### src/rtl/order_issue_scheduler_if.sv
// Order request/issue bundle between the strategy lanes, the scheduler and the reverse parser.
// master = requester/consumer side, slave = scheduler side.
interface order_issue_scheduler_if #(
  parameter int REG_WIDTH = 32
);
  logic                     i_enable;
  logic                     i_book_is_busy;
  logic [3:0]               i_req;
  logic [3:0]               i_req_trade_type;
  logic [4*REG_WIDTH-1:0]   i_req_buy_price;
  logic [4*REG_WIDTH-1:0]   i_req_sell_price;
  logic [4*16-1:0]          i_req_quantity;
  logic [3:0]               o_grant;
  logic                     o_data_valid;
  logic [1:0]               o_stock_symbol;
  logic                     o_trade_type;
  logic [REG_WIDTH-1:0]     o_buy_price;
  logic [REG_WIDTH-1:0]     o_sell_price;
  logic [15:0]              o_quantity;
  logic [REG_WIDTH-1:0]     o_order_id;
  logic [REG_WIDTH-1:0]     o_timestamp;
  logic                     o_busy;

  modport master (
    output i_enable, i_book_is_busy, i_req, i_req_trade_type,
           i_req_buy_price, i_req_sell_price, i_req_quantity,
    input  o_grant, o_data_valid, o_stock_symbol, o_trade_type, o_buy_price,
           o_sell_price, o_quantity, o_order_id, o_timestamp, o_busy
  );

  modport slave (
    input  i_enable, i_book_is_busy, i_req, i_req_trade_type,
           i_req_buy_price, i_req_sell_price, i_req_quantity,
    output o_grant, o_data_valid, o_stock_symbol, o_trade_type, o_buy_price,
           o_sell_price, o_quantity, o_order_id, o_timestamp, o_busy
  );
endinterface

### src/rtl/order_issue_scheduler.sv
// Round-robin issue of 4 lane orders, stamped with order id and timestamp; valid 1 cycle after accept.
// Accepts only in IDLE with enable and book not busy; each issue is followed by MIN_GAP idle cycles.
module order_issue_scheduler #(
  parameter int                   REG_WIDTH     = 32,
  parameter int                   MIN_GAP       = 2,
  parameter logic [REG_WIDTH-1:0] ORDER_ID_BASE = REG_WIDTH'(32'h03BA)
) (
  input logic                   i_clk,
  input logic                   i_reset,
  order_issue_scheduler_if.slave bus
);

  typedef enum logic [1:0] {IDLE, ISSUE, GAP} state_t;

  state_t               state;
  state_t               state_nxt;
  logic [1:0]           rr_ptr;
  logic [1:0]           win;
  logic                 win_found;
  logic                 accept;
  logic [7:0]           gap_cnt;
  logic [REG_WIDTH-1:0] ts_cnt;
  logic [REG_WIDTH-1:0] next_id;

  // Search upward from rr_ptr with wrap; first requesting lane wins.
  always_comb begin
    logic [1:0] idx;
    win_found = 1'b0;
    win       = 2'd0;
    idx       = 2'd0;
    for (int i = 0; i < 4; i++) begin
      idx = rr_ptr + 2'(i);
      if (!win_found && bus.i_req[idx]) begin
        win_found = 1'b1;
        win       = idx;
      end
    end
  end

  assign accept = (state == IDLE) && bus.i_enable && !bus.i_book_is_busy && win_found;

  always_comb begin
    state_nxt = state;
    unique case (state)
      IDLE:    if (accept) state_nxt = ISSUE;
      ISSUE:   state_nxt = (MIN_GAP == 0) ? IDLE : GAP;
      GAP:     if (gap_cnt == 8'd0) state_nxt = IDLE;
      default: state_nxt = IDLE;
    endcase
  end

  always_ff @(posedge i_clk) begin
    if (i_reset) state <= IDLE;
    else         state <= state_nxt;
  end

  always_ff @(posedge i_clk) begin
    if (i_reset) begin
      rr_ptr              <= 2'd0;
      gap_cnt             <= 8'd0;
      ts_cnt              <= '0;
      next_id             <= ORDER_ID_BASE;
      bus.o_grant         <= 4'd0;
      bus.o_data_valid    <= 1'b0;
      bus.o_stock_symbol  <= 2'd0;
      bus.o_trade_type    <= 1'b0;
      bus.o_buy_price     <= '0;
      bus.o_sell_price    <= '0;
      bus.o_quantity      <= 16'd0;
      bus.o_order_id      <= '0;
      bus.o_timestamp     <= '0;
    end else begin
      ts_cnt           <= ts_cnt + 1'b1;
      bus.o_data_valid <= accept;
      bus.o_grant      <= accept ? 4'(4'b0001 << win) : 4'd0;
      if (accept) begin
        bus.o_stock_symbol <= win;
        bus.o_trade_type   <= bus.i_req_trade_type[win];
        bus.o_buy_price    <= bus.i_req_buy_price[int'(win)*REG_WIDTH +: REG_WIDTH];
        bus.o_sell_price   <= bus.i_req_sell_price[int'(win)*REG_WIDTH +: REG_WIDTH];
        bus.o_quantity     <= bus.i_req_quantity[int'(win)*16 +: 16];
        bus.o_order_id     <= next_id;
        bus.o_timestamp    <= ts_cnt;
        next_id            <= next_id + 1'b1;
        rr_ptr             <= win + 2'd1;
      end
      // gap_cnt is loaded during ISSUE so GAP spans exactly MIN_GAP cycles.
      if (state == ISSUE)
        gap_cnt <= (MIN_GAP == 0) ? 8'd0 : 8'(MIN_GAP - 1);
      else if (state == GAP && gap_cnt != 8'd0)
        gap_cnt <= gap_cnt - 8'd1;
    end
  end

  assign bus.o_busy = (state != IDLE);

endmodule

### src/flat_wrapper.sv
// flat-port wrapper written by rule: the top's interface ports become plain ports
module order_issue_scheduler_flat 
#(
  parameter int                   REG_WIDTH     = 32,
  parameter int                   MIN_GAP       = 2,
  parameter logic [REG_WIDTH-1:0] ORDER_ID_BASE = REG_WIDTH'(32'h03BA)
)
  (i_clk, i_reset, bus_i_enable, bus_i_book_is_busy, bus_i_req, bus_i_req_trade_type, bus_i_req_buy_price, bus_i_req_sell_price, bus_i_req_quantity, bus_o_grant, bus_o_data_valid, bus_o_stock_symbol, bus_o_trade_type, bus_o_buy_price, bus_o_sell_price, bus_o_quantity, bus_o_order_id, bus_o_timestamp, bus_o_busy);
  order_issue_scheduler_if #(.REG_WIDTH(REG_WIDTH)) bus_i ();
  input logic i_clk;
  input logic i_reset;
  input wire logic [$bits(bus_i.i_enable)-1:0] bus_i_enable;
  input wire logic [$bits(bus_i.i_book_is_busy)-1:0] bus_i_book_is_busy;
  input wire logic [$bits(bus_i.i_req)-1:0] bus_i_req;
  input wire logic [$bits(bus_i.i_req_trade_type)-1:0] bus_i_req_trade_type;
  input wire logic [$bits(bus_i.i_req_buy_price)-1:0] bus_i_req_buy_price;
  input wire logic [$bits(bus_i.i_req_sell_price)-1:0] bus_i_req_sell_price;
  input wire logic [$bits(bus_i.i_req_quantity)-1:0] bus_i_req_quantity;
  output wire logic [$bits(bus_i.o_grant)-1:0] bus_o_grant;
  output wire logic [$bits(bus_i.o_data_valid)-1:0] bus_o_data_valid;
  output wire logic [$bits(bus_i.o_stock_symbol)-1:0] bus_o_stock_symbol;
  output wire logic [$bits(bus_i.o_trade_type)-1:0] bus_o_trade_type;
  output wire logic [$bits(bus_i.o_buy_price)-1:0] bus_o_buy_price;
  output wire logic [$bits(bus_i.o_sell_price)-1:0] bus_o_sell_price;
  output wire logic [$bits(bus_i.o_quantity)-1:0] bus_o_quantity;
  output wire logic [$bits(bus_i.o_order_id)-1:0] bus_o_order_id;
  output wire logic [$bits(bus_i.o_timestamp)-1:0] bus_o_timestamp;
  output wire logic [$bits(bus_i.o_busy)-1:0] bus_o_busy;
  assign bus_i.i_enable = bus_i_enable;
  assign bus_i.i_book_is_busy = bus_i_book_is_busy;
  assign bus_i.i_req = bus_i_req;
  assign bus_i.i_req_trade_type = bus_i_req_trade_type;
  assign bus_i.i_req_buy_price = bus_i_req_buy_price;
  assign bus_i.i_req_sell_price = bus_i_req_sell_price;
  assign bus_i.i_req_quantity = bus_i_req_quantity;
  assign bus_o_grant = bus_i.o_grant;
  assign bus_o_data_valid = bus_i.o_data_valid;
  assign bus_o_stock_symbol = bus_i.o_stock_symbol;
  assign bus_o_trade_type = bus_i.o_trade_type;
  assign bus_o_buy_price = bus_i.o_buy_price;
  assign bus_o_sell_price = bus_i.o_sell_price;
  assign bus_o_quantity = bus_i.o_quantity;
  assign bus_o_order_id = bus_i.o_order_id;
  assign bus_o_timestamp = bus_i.o_timestamp;
  assign bus_o_busy = bus_i.o_busy;
  order_issue_scheduler #(.REG_WIDTH(REG_WIDTH), .MIN_GAP(MIN_GAP), .ORDER_ID_BASE(ORDER_ID_BASE)) u_core (.i_clk(i_clk), .i_reset(i_reset), .bus(bus_i));
endmodule
### config.mk
export PLATFORM = sky130hd
export DESIGN_NAME = order_issue_scheduler_flat
export DESIGN_NICKNAME = d
export VERILOG_FILES = /design/src/rtl/order_issue_scheduler_if.sv /design/src/rtl/order_issue_scheduler.sv /design/src/flat_wrapper.sv
export SDC_FILE = /design/constraint.sdc
export NUM_CORES = 1
export LEC_CHECK = 0
export ABC_AREA = 1
export BUFFER_PORTS_ARGS = -buffer_cell sky130_fd_sc_hd__buf_2
export CORE_AREA = 2 2 186 188
export CTS_CLUSTER_SIZE = 40
export DETAILED_ROUTE_END_ITERATION = 8
export DIE_AREA = 0 0 188 190
export PLACE_DENSITY = 0.66
export SKIP_CTS_REPAIR_TIMING = 1
export SLEW_MARGIN = 20
export SYNTH_ARGS = -nofsm -noshare
export SYNTH_HDL_FRONTEND = slang
export SYNTH_SLANG_ARGS = --single-unit
### constraint.sdc
create_clock -name i_clk -period 5.71 [get_ports i_clk]
set_input_delay 1.142 -clock i_clk [delete_from_list [all_inputs] [get_ports i_clk]]
set_output_delay 1.142 -clock i_clk [all_outputs]
set_load 0.02 [all_outputs]
Word-level counts from Yosys, hierarchy flattened. Index checks and enable logic that the tools add are counted.

Word-level logic and storage cells: 78. Output and inout port bits: 153. Bits in registers: 228.

Bitwise logic cells: 1. Equality and inequality tests: 4. Reductions and logical operators: 19. Mux-type cells: 23. $lt $le $gt $ge: 5. Shifts and indexed selects: 4. Add/subtract/negate cells: 7.

Operators with widths (number): variable part select 128 x 8 -> 32 bit (2); adder 32 x 1 -> 32 bit (second input constant) (2); variable part select 64 x 7 -> 16 bit (1); < comparator 2 x 3 -> 1 bit (second input constant) (5); two-way mux 2 bit (6); two-way mux 1 bit (11); binary-select mux 1 bit (select 2 bit) (5); logical NOT 8 bit (1); nonzero test 8 bit (1); subtractor 8 x 1 -> 8 bit (second input constant) (1); logical AND 1 bit (7); case mux 2 bit (3 select lines) (1); adder 2 x 1 -> 2 bit (second input constant) (2); adder 2 bit (second input constant) (2); logical NOT 1 bit (4); inequality test 2 x 1 -> 1 bit (second input constant) (2); nonzero test 2 bit (2); OR reduction 2 bit (2); << shifter 1 x 2 -> 4 bit (first input constant) (1); == test 2 x 1 -> 1 bit (second input constant) (1); == test 2 bit (second input constant) (1); logical NOT 2 bit (1); AND reduction 2 bit (1); inverter 1 bit (1).

Depth between registers and ports, before layout. Gate-level depths: netlist of the first run.

Word-level depth: 15. Mapped depth: 17. Gate-level depth less buffers: 15.

Least setup slack after synthesis of the first run. OpenSTA, ideal clock, no wires.

Kind: in2reg. From: input bus_i_req[3]. To: register u_core.bus.o_buy_price[10]. Stages on the path: 15. Required time: 5601 ps. Path slack: 3181 ps. Path buffers: 3. Library setup time: 109 ps. Arrival: 2420 ps. Cells stage by stage: inv_1 > nand2_1 > nand3_2 > nand2_2 > nor2_4 > nand3_1 > buf_4 > nand3_4 > buf_6 > buf_4 > nand2_1 > nand3_1 > nand3_1 > nand2_1 > inv_1.

Word-level cells in the longest chain between the ends: 13. Elaborated cells between the ends (all ways): 24.

RTL lines: start: declaration (line flat_wrapper.sv:14) `input wire logic [$bits(bus_i.i_req)-1:0] bus_i_req;`; binary-select mux 1 bit (select 2 bit) (line order_issue_scheduler.sv:33) `if (!win_found && bus.i_req[idx]) begin`; two-way mux 1 bit (implied by the code) (line order_issue_scheduler.sv:33); two-way mux 1 bit (line order_issue_scheduler.sv:33); logical NOT 1 bit (line order_issue_scheduler.sv:33); logical AND 1 bit (line order_issue_scheduler.sv:33); two-way mux 1 bit (line order_issue_scheduler.sv:33); logical NOT 1 bit (line order_issue_scheduler.sv:33); logical AND 1 bit (line order_issue_scheduler.sv:33); two-way mux 1 bit (line order_issue_scheduler.sv:33); logical NOT 1 bit (line order_issue_scheduler.sv:33); logical AND 1 bit (line order_issue_scheduler.sv:33); two-way mux 2 bit / two-way mux 1 bit (equally long branches) (line order_issue_scheduler.sv:33); variable part select 128 x 8 -> 32 bit / logical AND 1 bit (equally long branches) (line order_issue_scheduler.sv:79, order_issue_scheduler.sv:40); end signal: assignment (line order_issue_scheduler.sv:79) `bus.o_buy_price <= bus.i_req_buy_price[int'(win)*REG_WIDTH +: REG_WIDTH];`; end: declaration (line order_issue_scheduler_if.sv:34) `output o_grant, o_data_valid, o_stock_symbol, o_trade_type, o_buy_price,`.

Parallel ways exist; a longest one is shown, timed or not. The select of a mux whose other input is x is not followed. A chain may end at the register's enable or synchronous reset.

Worst setup path after layout of the first run.
From: register u_core.rr_ptr[0]. To: register u_core.bus.o_buy_price[17].

Word-level cells in the longest chain between the ends: 13. Elaborated cells between the ends (all ways): 27.

RTL lines: start: declaration (line order_issue_scheduler.sv:17) `logic [1:0] rr_ptr;`; start signal: assignment (line order_issue_scheduler.sv:85) `rr_ptr <= win + 2'd1;`; branches (longest 13 deep; another with adder 2 x 1 -> 2 bit).

Several ways; the timed one is not identified. The select of a mux whose other input is x is not followed.

==> flow_metrics.py, run 1 <==
metrics = {
    "synth": {
        "ys_ff_latch": 228,
        "yosys.area.top_type": "dfxtp_1",
        "yosysUniqueCellTypes": 37,
        "syn_avg_cell_area_um2": 5.99,
        "synthFlopType": "dfxtp_1",
        "synth_edf_count": 0,
        "synth_area_leaders": "dfxtp_1 (34%), nand2_1 (16%), nand3_1 (14%)",
        "syn_nets": 2556,
        "yosysMostFrequentCell": "nand2_1",
        "synth_top_area_share_pct": 34.3,
        "ys_warn_count": 0,
        "syn_inst": 2220,
        "ys_top_cells_by_count": "nand2_1 (582), nand3_1 (366), inv_1 (334)",
        "netlist_area_mm2": 0.0133,
        "ys_seq_area_share_pct": 34.3,
        "synthArstFlopShare_pct": 0,
    },
    "sta": {
        "fin_ws_ns": 1.96,
        "setup_violations": 0,
        "finalCritPeriodShare_pct": 65.7,
        "worst_slew_pin_slew_ns": 1.03,
        "finClkSkew_ns": 0.0172,
        "slew_headroom_pct": 31.6,
        "slew_viol_final": 0,
        "rsz0062_at_grt": "no",
        "hold_viol": 0,
        "fmax_mhz": 266,
        "whs_ns": 0.471,
        "fin_setup_tns_ns": 0,
        "min_period_ns": 3.75,
    },
    "setup_path": {
        "arrival_ns": 4.22,
        "critPathCaptureType": "flip-flop",
        "path_max_fanout": 65,
        "cp.required_ns": 6.18,
        "critPathKind": "flip-flop to flip-flop",
        "startpoint_type": "flip-flop",
    },
    "detailed_routing": {
        "via_count": 15300,
        "drc": 0,
        "ant_nets": 0,
        "wire_per_inst_um": 15.4,
        "drtPass1Iterations": 5,
        "initialDrtViolationCount": 1119,
        "drt_wl_total_mm": 47.4,
        "via_per_inst": 4.97,
    },
    "finish": {
        "fin_cells": 3085,
        "layout-drive-gt1-share_pct": 21.5,
        "final_net_count": 2944,
        "fin_util_pct": 49.2,
        "design_area_mm2": 0.0167,
        "area_growth_pct": 25.7,
    },
    "grt": {
        "grt_pass1_vias": 13700,
        "grt-ovfl-total": 0,
        "antenna_found_initial": 3,
        "grt_pass1_wl_mm": 73.7,
        "grt_start_max_net_pins": 198,
        "grt.total_usage_pct": 25.1,
    },
    "clocking": {
        "ctsHtreeMaxLevel": 1,
        "clk_pin_slew_ns": 0.06,
        "clock_latency_ns": 0.52,
        "cts_buffers": 26,
        "clockBufferDepth": 3,
        "cts-root-buf": "clkbuf_16",
        "clock-sinks": 228,
        "tritoncts": "yes",
    },
    "place": {
        "io_buffers": 484,
        "post-place-cells": 3034,
        "place.gp.congestion": 0.976,
        "post-place-ws_ns": 1.58,
        "place_hpwl_mm": 34.4,
        "place_area_mm2": 0.0158,
    },
    "floorplanning": {
        "die_height_um": 190,
        "coreArea_mm2": 0.0339,
        "num_rows": 68,
        "dieArea_mm2": 0.0357,
        "die_w_um": 188,
        "pin_count": 485,
        "initial_utilization_pct": 39.2,
    },
    "power_and_ir_drop": {
        "power_density_mw_per_mm2": 317,
        "ir_worst_vdd_mv": 0.203,
        "leakage_nw": 9.14,
        "total_power_mw": 5.30,
    },
    "run": {
        "maxCapViolations": 0,
    },
    "status": {
        "status": "completed",
    },
    "worst_hold_path": {
        "min_path_type": "flip-flop to flip-flop",
    },
}
## registers in the layout, summed over array words and instances (netlist names)
register,cells
u_core.bus.o_buy_price,32
u_core.bus.o_data_valid,1
u_core.bus.o_grant,4
u_core.bus.o_order_id,32
u_core.bus.o_quantity,16
u_core.bus.o_sell_price,32
u_core.bus.o_stock_symbol,2
u_core.bus.o_timestamp,32
u_core.bus.o_trade_type,1
u_core.gap_cnt,8
u_core.next_id,32
u_core.rr_ptr,2
u_core.state,2
u_core.ts_cnt,32
## layout make-up
class / count / area, um^2
diodes: 3 / 7.51
inverters: 339 / 1280
multi-input cells: 1515 / 6790
fillers: 3520 / 17200
flip-flops and latches: 228 / 4560
clock inverters: 12 / 168
well taps: 455 / 569
repair buffers: 498 / 2570
clock buffers: 35 / 756
## metal layers
layer	up-vias	global-route usage, %	wire length [um]
met5	-	0	0
met2	603	41.5	22000
met4	0	7.78	1400
met1	6942	33.7	20500
met3	84	3.91	3440
li1	7697	-	-
## worst paths after layout
kind / startpoint / endpoint / slack (ns) / cells after the start
max: u_core.rr_ptr[0]$_SDFFE_PP0P_ / u_core.bus.o_buy_price[17]$_SDFFE_PP0P_ / 1.96 / 13
min: u_core.ts_cnt[0]$_SDFF_PP0_ / u_core.ts_cnt[0]$_SDFF_PP0_ / 0.47 / 1
max reg2reg: u_core.rr_ptr[0]$_SDFFE_PP0P_ / u_core.bus.o_buy_price[17]$_SDFFE_PP0P_ / 1.96 / 13
min reg2reg: u_core.ts_cnt[0]$_SDFF_PP0_ / u_core.ts_cnt[0]$_SDFF_PP0_ / 0.47 / 1
## cell families after synthesis
kind of cell | after synthesis | share of synthesized area (%)
buf+inv | 477 | 14.8
xor+xnor | 21 | 1.38
fa+ha+maj | 4 | 0.376
simple gates | 1299 | 41.5
flops | 228 | 34.3
compound gates | 191 | 7.54
## power breakdown
group	leakage (nW)	switching, mW	internal, mW
clock	0.461	0.675	1.11
combinational	6.82	1.20	0.546
sequential	1.86	0.0680	1.70
total	9.14	1.94	3.36
## layout by cell type, fill, tap and decap left out, types with 4 or more instances in the layout
cell type / netlist / final
nor3_1: 41 / 41
clkbuf_8: 0 / 5
dfxtp_1: 228 / 228
o21ai_0: 86 / 86
nand3_1: 366 / 365
nand2_1: 582 / 579
clkinv_2: 0 / 6
xor2_1: 18 / 18
ha_1: 4 / 4
buf_4: 7 / 12
nor3b_1: 7 / 7
a211oi_1: 4 / 4
nand2_2: 4 / 5
or2_2: 4 / 4
bufinv_16: 0 / 4
clkbuf_16: 0 / 27
buf_2: 59 / 483
inv_1: 334 / 333
nand4_1: 16 / 16
nor4_1: 4 / 4
a21oi_1: 88 / 88
nor2_1: 267 / 267
inv_2: 5 / 5
## worst max-delay path, stage by stage (launching register included)
cell and delay [ns]:
dfxtp_1 0.63, inv_2 0.19, nand2_1 0.10, nand2_1 0.11, o21ai_0 0.34, nand3_4 0.62
nand3_4 0.60, buf_4 0.54, nand2_1 0.14, nand2_1 0.12, nand2_1 0.07, nand3_1 0.09
nand2_1 0.06, inv_1 0.04
No activity file was read; power rests on OpenSTA's default activity.
==> run 2, diff against run 1 <==
--- a/config.mk
+++ b/config.mk
@@ -5,13 +5,13 @@
 export SDC_FILE = /design/constraint.sdc
 export NUM_CORES = 1
 export LEC_CHECK = 0
-export ABC_AREA = 1
+export ABC_AREA = 0
 export BUFFER_PORTS_ARGS = -buffer_cell sky130_fd_sc_hd__buf_2
-export CORE_AREA = 2 2 186 188
+export CORE_AREA = 2 2 190 192
 export CTS_CLUSTER_SIZE = 40
 export DETAILED_ROUTE_END_ITERATION = 8
-export DIE_AREA = 0 0 188 190
-export PLACE_DENSITY = 0.66
+export DIE_AREA = 0 0 192 194
+export PLACE_DENSITY = 0.57
 export SKIP_CTS_REPAIR_TIMING = 1
 export SLEW_MARGIN = 20
 export SYNTH_ARGS = -nofsm -noshare
==> constraint.sdc (replaced) <==
create_clock -name i_clk -period 3 [get_ports i_clk]
set_input_delay 0.6 -clock i_clk [delete_from_list [all_inputs] [get_ports i_clk]]
set_output_delay 0.6 -clock i_clk [all_outputs]
set_load 0.02 [all_outputs]
==> run 2 against run 1 <==
Register-to-register slack got worse by 1.3 ns. Maximum frequency increased by 63%. Global-route usage decreased by 6.1 points. Sequential power increased by 81%. Sequential share of layout area increased by 4.7 points. Worst hold slack got worse by 0.12 ns. Critical path depth decreased by 7. Critical endpoint is now u_core.bus.o_buy_price[14]$_SDFFE_PP0P_. Largest cell class unchanged.
==> flow_metrics.py, run 2 <==
metrics = {
    "status": {
        "status": "completed",
    },
    "clocking": {
        "clock_latency_ns": 0.55,
        "ctsHtreeMaxLevel": 1,
        "cts-root-buf": "clkbuf_16",
        "clk_pin_slew_ns": 0.06,
        "clock-sinks": 228,
        "clockBufferDepth": 3,
        "cts_buffers": 27,
        "tritoncts": "yes",
    },
    "finish": {
        "final_net_count": 1946,
        "area_growth_pct": 37.5,
        "layout_commonest_cell": "buf_2",
        "multi_input_area_mm2": 0.00541,
        "seq_area_mm2": 0.00456,
        "fin_cells": 2096,
        "layout-drive-gt1-share_pct": 34.9,
        "fillers": 3661,
        "final_cell_mix": "buf_2 (483), nand2_1 (236), dfxtp_1 (228), mux2i_1 (163), a21oi_1 (82)",
    },
    "sta": {
        "finClkSkew_ns": 0.0101,
        "rsz0062_at_grt": "no",
        "fin_setup_tns_ns": 0,
        "setup_violations": 0,
        "finalCritPeriodShare_pct": 77.0,
        "hold_viol": 0,
        "worst_slew_pin_slew_ns": 0.721,
        "min_period_ns": 2.31,
        "fmax_mhz": 433,
        "slew_headroom_pct": 51.8,
        "slew_viol_final": 0,
    },
    "grt": {
        "antenna_found_initial": 7,
        "grt.total_usage_pct": 19.1,
        "grt-ovfl-total": 0,
        "grt_pass1_vias": 9656,
        "grt_pass1_wl_mm": 55.7,
        "grt_start_max_net_pins": 116,
    },
    "detailed_routing": {
        "drt_wl_total_mm": 37.9,
        "drtPass1Iterations": 4,
        "ant_nets": 0,
        "wire_per_inst_um": 18.1,
        "drc": 0,
        "via_count": 10100,
        "via_per_inst": 4.83,
        "initialDrtViolationCount": 489,
    },
    "setup_path": {
        "critPathCaptureType": "flip-flop",
        "r2r_start": "u_core.state[0]$_SDFFE_PP0P_",
        "critPathKind": "flip-flop to flip-flop",
        "critical_path.slowest_cell": "nor4b_4",
        "critical_path.max_stage_delay_ns": 0.58,
        "critPathBufInv": 1,
        "rr_worst_depth": 6,
        "crit_top_cell": "nand2_2",
        "arrival_ns": 2.77,
        "path_max_fanout": 48,
        "crit_family": "simple AND/OR/NAND/NOR gates",
        "r2r_setup_slack_ns": 0.69,
        "cp_cell_sequence": "nor4b_4 -> nand2_2 -> nor2_2 -> nand2_2 -> buf_12 -> o221ai_1",
        "r2r_end": "u_core.bus.o_buy_price[14]$_SDFFE_PP0P_",
        "startpoint_type": "flip-flop",
        "cp.required_ns": 3.46,
    },
    "synth": {
        "netlist_area_mm2": 0.0104,
        "yosysUniqueCellTypes": 48,
        "syn_inst": 1150,
        "yosys.area.top_type": "dfxtp_1",
        "synthArstFlopShare_pct": 0,
        "yosysMostFrequentCell": "nand2_1",
        "syn_nets": 1486,
        "synth_area_leaders": "dfxtp_1 (44%), mux2i_1 (16%), nand2_1 (8.6%)",
        "ys_seq_area_share_pct": 44.0,
        "syn_avg_cell_area_um2": 9.02,
        "synth_top_area_share_pct": 44.0,
        "ys_warn_count": 0,
        "synth_edf_count": 0,
        "ys_top_cells_by_count": "nand2_1 (238), dfxtp_1 (228), mux2i_1 (163)",
        "synthFlopType": "dfxtp_1",
        "ys_ff_latch": 228,
    },
    "floorplanning": {
        "num_rows": 69,
        "dieArea_mm2": 0.0372,
        "die_w_um": 192,
        "die_height_um": 194,
        "coreArea_mm2": 0.0352,
        "initial_utilization_pct": 29.4,
        "pin_count": 485,
    },
    "worst_hold_path": {
        "min_path_cells": 3,
        "holdPathEnd": "u_core.bus.o_sell_price[8]$_SDFFE_PP0P_",
        "min_from": "bus_i_req_sell_price[40]",
        "min_path_type": "input pin to flip-flop",
    },
    "run": {
        "maxCapViolations": 0,
    },
    "power_and_ir_drop": {
        "ir_worst_vdd_mv": 0.456,
        "leakage_nw": 6.31,
        "power_density_mw_per_mm2": 548,
    },
    "place": {
        "place_hpwl_mm": 28.9,
        "io_buffers": 484,
        "place.gp.congestion": 0.904,
        "post-place-cells": 2042,
    },
}
[run 2: cell count changes in the layout (fill, tap and decap cells not counted), moves of 15 or more]
cell / delta
inv_1: -326
mux2i_1: +163
nand2_1: -343
nand3_1: -341
nor2_1: -200
nor3_1: -27
o21ai_0: -78
o221ai_1: +80
xnor2_1: +15
xor2_1: +22
[run 2: cell families after synthesis]
family	after synthesis	share of synthesized area, %
mux	163	15.7
fa+ha+maj	4	0.483
simple gates	427	18.8
buf+inv	89	4.23
compound gates	181	11.9
xor+xnor	58	4.90
flops	228	44.0
[run 2: through the flow]
step	instance area [um^2]	util, %	setup WS (ns)	power, mW	hold WS [ns]
global placement	13300	37.8	0.342	4.49	0.438
CTS	14200	40.4	0.637	7.92	0.334
global route	14300	40.5	0.554	8.16	0.341
detailed placement	13300	37.8	0.317	4.51	0.442
finish	14300	40.5	0.691	7.82	0.355
floorplan	10400	-	1.00	3.96	0.430
[run 2: worst reg2reg max path: cells and delay by family (launching register included)]
kind / cells / cell delay (ns)
compound gates: 1 / 0.24
simple gates: 4 / 1.29
flops: 1 / 0.42
buf+inv: 1 / 0.28
[run 2: per-layer routing]
layer  track usage (%)  up-vias  share of wire [%]
li1                  -     5011                  -
met1              24.3     4725                 42
met2              31.4      343                 47
met3              5.99       40                 10
met4              4.18        2                1.4
met5                 0        -              0.032
[run 2: worst max path at each step]
| stage | cells past startpoint | endpoint | start |
|---|---|---|---|
| final | 6 | u_core.bus.o_buy_price[14]$_SDFFE_PP0P_ | u_core.state[0]$_SDFFE_PP0P_ |
| after global routing | 6 | u_core.bus.o_buy_price[11]$_SDFFE_PP0P_ | u_core.state[0]$_SDFFE_PP0P_ |
| after CTS | 6 | u_core.bus.o_buy_price[9]$_SDFFE_PP0P_ | u_core.state[0]$_SDFFE_PP0P_ |
| after detailed placement | 7 | u_core.bus.o_buy_price[9]$_SDFFE_PP0P_ | bus_i_req[1] |
| after global placement | 7 | u_core.bus.o_buy_price[9]$_SDFFE_PP0P_ | bus_i_req[1] |
| after floorplan | 7 | u_core.next_id[2]$_SDFFE_PP0P_ | bus_i_req[1] |
[run 2: cell type report]
cell class                 instances  area share (%)
tap                              461            4.04
antenna                            5          0.0877
clock inverter                     8           0.772
sequential                       228            32.0
timing repair buffer             513            19.2
clock buffer                      41            5.74
multi-input combinational        833            37.9
inverter                           7           0.184
[run 2: power breakdown]
part	internal (mW)	switching, mW	total (mW)	leakage (nW)
combinational	0.530	0.690	1.22	4.01
sequential	3.14	0.0721	3.21	1.85
clock	2.05	1.33	3.39	0.453
total	5.72	2.10	7.82	6.31
